## src/rtl/piso_shift_tx.sv

```systemverilog
// Parallel-in, serial-out transmitter: accepts a word via ready/load and
// emits it one bit per enabled edge with valid and last-bit qualifiers.
module piso_shift_tx #(
    parameter int unsigned WIDTH     = 4,
    parameter bit          MSB_FIRST = 1'b1
) (
    input  logic             clk,
    input  logic             clr,
    input  logic [WIDTH-1:0] din,
    input  logic             load,
    input  logic             en,
    output logic             ready,
    output logic             q,
    output logic             q_valid,
    output logic             last,
    output logic             busy
);

    localparam int unsigned CNT_W = (WIDTH > 1) ? $clog2(WIDTH) : 1;

    typedef enum logic {
        S_IDLE  = 1'b0,
        S_SHIFT = 1'b1
    } state_t;

    state_t             r_state;
    logic [WIDTH-1:0]   r_sr;
    logic [CNT_W-1:0]   r_cnt;
    logic               r_q;
    logic               r_q_valid;
    logic               r_last;
    logic               r_busy;

    logic               w_ready;
    logic               w_accept;
    logic               w_first_bit;
    logic               w_next_bit;
    logic [WIDTH-1:0]   w_sr_shift;

    // A new word can be taken in IDLE, or as the final bit leaves on an enabled edge.
    assign w_ready  = (r_state == S_IDLE) ||
                      ((r_state == S_SHIFT) && (r_cnt == '0) && en);
    assign w_accept = load && w_ready;

    // The output end of the shift register is bit WIDTH-1 (MSB first) or bit 0.
    always_comb begin
        w_first_bit = MSB_FIRST ? din[WIDTH-1] : din[0];
        w_sr_shift  = MSB_FIRST ? {r_sr[WIDTH-2:0], 1'b0} : {1'b0, r_sr[WIDTH-1:1]};
        w_next_bit  = MSB_FIRST ? r_sr[WIDTH-2] : r_sr[1];
    end

    always_ff @(posedge clk or negedge clr) begin
        if (!clr) begin
            r_state   <= S_IDLE;
            r_sr      <= '0;
            r_cnt     <= '0;
            r_q       <= 1'b0;
            r_q_valid <= 1'b0;
            r_last    <= 1'b0;
            r_busy    <= 1'b0;
        end else if (w_accept) begin
            r_state   <= S_SHIFT;
            r_sr      <= din;
            r_cnt     <= CNT_W'(WIDTH - 1);
            r_q       <= w_first_bit;
            r_q_valid <= 1'b1;
            r_last    <= 1'b0;
            r_busy    <= 1'b1;
        end else if ((r_state == S_SHIFT) && en) begin
            if (r_cnt != '0) begin
                r_sr   <= w_sr_shift;
                r_q    <= w_next_bit;
                r_cnt  <= r_cnt - CNT_W'(1);
                r_last <= (r_cnt == CNT_W'(1));
            end else begin
                r_state   <= S_IDLE;
                r_q       <= 1'b0;
                r_q_valid <= 1'b0;
                r_last    <= 1'b0;
                r_busy    <= 1'b0;
            end
        end
    end

    assign ready   = w_ready;
    assign q       = r_q;
    assign q_valid = r_q_valid;
    assign last    = r_last;
    assign busy    = r_busy;

endmodule

```

## config.mk

```make
export PLATFORM = sky130hd
export DESIGN_NAME = piso_shift_tx
export DESIGN_NICKNAME = d
export VERILOG_FILES = /design/src/rtl/piso_shift_tx.sv
export SDC_FILE = /design/constraint.sdc
export NUM_CORES = 1
export LEC_CHECK = 0
export CAP_MARGIN = 20
export CORE_AREA = 2 2 39 41
export CTS_CLUSTER_SIZE = 28
export DETAILED_ROUTE_END_ITERATION = 7
export DIE_AREA = 0 0 41 43
export HOLD_SLACK_MARGIN = 0.1
export PLACE_DENSITY = 0.67
export SYNTH_ARGS = -nofsm -noshare
export SYNTH_HDL_FRONTEND = slang
export SYNTH_SLANG_ARGS = --single-unit
```

## constraint.sdc

```tcl
create_clock -name clk -period 1.85 [get_ports clk]
set_input_delay 0.37 -clock clk [delete_from_list [all_inputs] [get_ports clk]]
set_output_delay 0.37 -clock clk [all_outputs]
set_load 0.02 [all_outputs]
```

==> reports/qor.csv, run 1 <==
stage;metric;value;unit
setup_path;end_kind;output pin;
synthesis;synth_cell_type_count;28;
synthesis;synth_compound_area_frac;0.201;
synthesis;yosysWarnings;0;
drt;vias;458;
grt;grt_max_degree;12;
floorplan;design.portCount;13;
drt;drt_iter0_markers;21;
synthesis;synth-async-reset-ratio;1.00;
grt;grt_pass1_vias;388;
cells_and_area;drive_gt1_frac;0.236;
cts;ctsHtreeMaxLevel;1;
place;gp_congestion;0.777;
synthesis;synthTopCellsByCount;8 x dfrtp_1, 4 x a21oi_1, 3 x inv_1, 3 x nand2_1, 3 x o21ai_0;
power;p_switching;0.330;mW
run_status;outcome;complete, no violations;
cts;clk-insertion-delay-late;0.26;ns
drt;wire_per_inst;12.1;µm
timing;tightest_slew;0.393;ns
cts;clk_pin_slew_worst_paths;0.06;ns
synthesis;synth_top_flop_cell;dfrtp_1;
run;cap_violations;0;
drt;final_antenna_net_count;0;
grt;grt_pass1_wl;1.62;mm
synthesis;syn_area_per_cell;9.45;µm²
setup_path;crit_type;register to output pin;
synthesis;yosysSeqAreaShare;0.378;
place;post-dp-hpwl;763;µm
synthesis;synth_top_family_by_area;simple AND/OR/NAND/NOR gates;
synthesis;synthSimpleGateAreaFrac;0.222;
cts;numCtsBuffers;3;
timing;slew_violations;0;
timing;rsz0062_at_grt;false;
setup_path;cp.required;1.48;ns
synthesis;yosys.area.top_type;dfrtp_1;
timing;finalHoldViolations;0;
grt;grt.overflow.total;0;
power;combPwrFrac;0.499;
grt;grt_usage;0.143;
cells_and_area;syn_to_final_growth;32.4;%
timing;fin_crit;1.73;ns
grt;grt_antenna_before_repair;0;
synthesis;synthCells;56;
synthesis;ys_ff_latch;8;
cts;holdBufCountCts;0;
power;p_leak;0.316;nW
synthesis;yosys-top-cells-area;dfrtp_1 38%, ha_1 4.7%, mux2_2 4.3%;
setup_path;critical_path_peak_fanout;3;
timing;fmax;578;MHz
synthesis;syn_nets;66;
worst_hold_path;worstHoldPathType;input pin to asynchronous set/reset pin;
drt;drt-total-wl;1.07;mm
cells_and_area;nets;84;
setup_path;cp-start-kind;register;
timing;setup-violations-final;0;
synthesis;synth_adder_area_share;0.0473;
place;port_buffers;12;
floorplan;die-height;43;µm
cts;clock-sinks;8;
cts;cts_setup_buffers;0;
cells_and_area;diodes;0;
floorplan;die_area;1760;µm²
floorplan;coreArea;1380;µm²
power;intPower;0.569;mW
cts;clk_path_buf_depth;2;
synthesis;yosysMostFrequentCell;dfrtp_1;
power;powerDensity;1280;nW/µm²
synthesis;synthesis.area;529;µm²
power;swShare;0.367;
synthesis;synth_xor_area_frac;0;
place;place_ws;-0.116;ns
synthesis;synthMuxAreaShare;0.0615;
cts;clockRootBuffer;clkbuf_4;
timing;min_period_over_period;0.934;
power;ir_drop;0.000602;V
timing;skew;0.00928;ns
synthesis;synth_top_area_frac;0.378;
cells_and_area;utilization;0.506;
drt;via_per_inst;5.20;
setup_path;crit_arrival;1.36;ns
drt;drc;0;
floorplan;row_count;14;
timing;slew_headroom;0.737;
floorplan;die_width;41;µm
floorplan;initial_core_util;0.382;
timing;worst_slack;0.121;ns
power;clockPowerShare;0.158;
synthesis;synth_edf_count;0;
power;seqPwrFrac;0.343;
cells_and_area;n_fill_cell;129;
drt;dr.pass1.iters;4;
cts;cts_tree;yes;
## through the flow
stage	hold slack, ns	total power [mW]	TNS (ns)	instance area [µm²]	cells
6_report	0.393	0.899	0	701	88
4_1_cts	0.407	0.907	0	699	88
2_1_floorplan	0.0744	0.609	0	529	56
3_3_place_gp	0.505	0.759	-0.133	678	85
3_5_place_dp	0.517	0.765	-0.116	678	85
5_1_grt	0.434	0.972	0	701	88
## state kept, by name (all words and copies together), names as in the netlist
name	cells
last	1
r_sr	3
q_valid	1
r_cnt	2
q	1
## layout by cell type, fill, tap and decap left out
master           netlist  layout
ha_1                   2       2
nand3b_1               2       2
mux2i_1                1       1
mux2_2                 2       2
nor3_1                 2       2
clkdlybuf4s50_1        0      11
clkbuf_4               0       3
a21oi_1                4       4
nand2b_1               2       2
nand2_1                3       3
a21boi_1               1       1
o21ai_0                3       3
o21bai_1               1       1
and3b_2                2       2
nor3b_1                2       2
and3_1                 1       1
a31o_1                 1       1
o21ai_1                2       2
dfrtp_1                8       7
a22o_1                 1       1
nor2b_1                2       2
o221a_2                2       2
inv_1                  3       3
dlygate4sd2_1          0       1
nor2_1                 1       1
buf_4                  2       6
nand3_1                1       1
nand2_2                1       1
dfrtp_2                0       1
o22ai_1                1       1
## final cells by class
class                   instances  area, µm²  area share
inverters                       3       11.3      0.0161
clock buffers                   3       22.5      0.0321
repair buffers                 18        164       0.234
multi-input cells              40        282       0.402
well taps                      16       20.0      0.0286
flip-flops and latches          8        201       0.287
## cell families (layout without fill, tap and decap cells)
family          Yosys count  in the layout
simple gates             19             19
buf+inv                   8             24
compound gates           16             16
flops                     8              8
mux                       3              3
fa+ha+maj                 2              2
## power groups by stage
stage | Sequential, mW | Clock [mW] | Combinational, mW
after floorplan | 0.329 | 0 | 0.280
after global placement | 0.308 | 0 | 0.452
after detailed placement | 0.310 | 0 | 0.455
after CTS | 0.307 | 0.148 | 0.452
after global routing | 0.316 | 0.157 | 0.499
final | 0.308 | 0.142 | 0.449
## metal layers
| layer | wire, µm | global-route usage | part of all wire | up-vias |
|---|---|---|---|---|
| met2 | 465 | 0.191 | 0.44 | 17 |
| met4 | 25 | 0.120 | 0.023 | 0 |
| li1 | - | - | - | 231 |
| met3 | 53 | 0.0314 | 0.050 | 4 |
| met1 | 523 | 0.185 | 0.49 | 206 |
| met5 | 0 | 0 | 0 | - |
## path summary, 6_finish.rpt
path / depth (start not counted) / start / slack, ns / endpoint
worst min-delay path: 1 / clr / 0.39 / q
worst max register to register: 6 / r_cnt[1] / 0.46 / last
min in group clk: 1 / last / 0.52 / last
worst max-delay path: 5 / r_cnt[1] / 0.12 / ready
max in group asynchronous: 1 / clr / 1.14 / q_valid
worst min register to register: 1 / last / 0.52 / last
## timing repair
item	in CTS	in global routing
endpoints found under the setup margin	1	2
resized for setup	1	1
pin swaps	0	0
gates cloned	0	0
## worst max-delay path: stages, from the launching register on
cell,delay [ns]
dfrtp_1,0.39
inv_1,0.08
ha_1,0.16
nand2_1,0.06
nand2_1,0.08
dlygate4sd2_1,0.34
No activity file was read; power rests on OpenSTA's default activity.
==> run 2: changes to the inputs <==
- CTS_CLUSTER_DIAMETER: unset -> 150
==> results of run 2 <==
Final layout, timing and power as in run 1 (identical DEF).
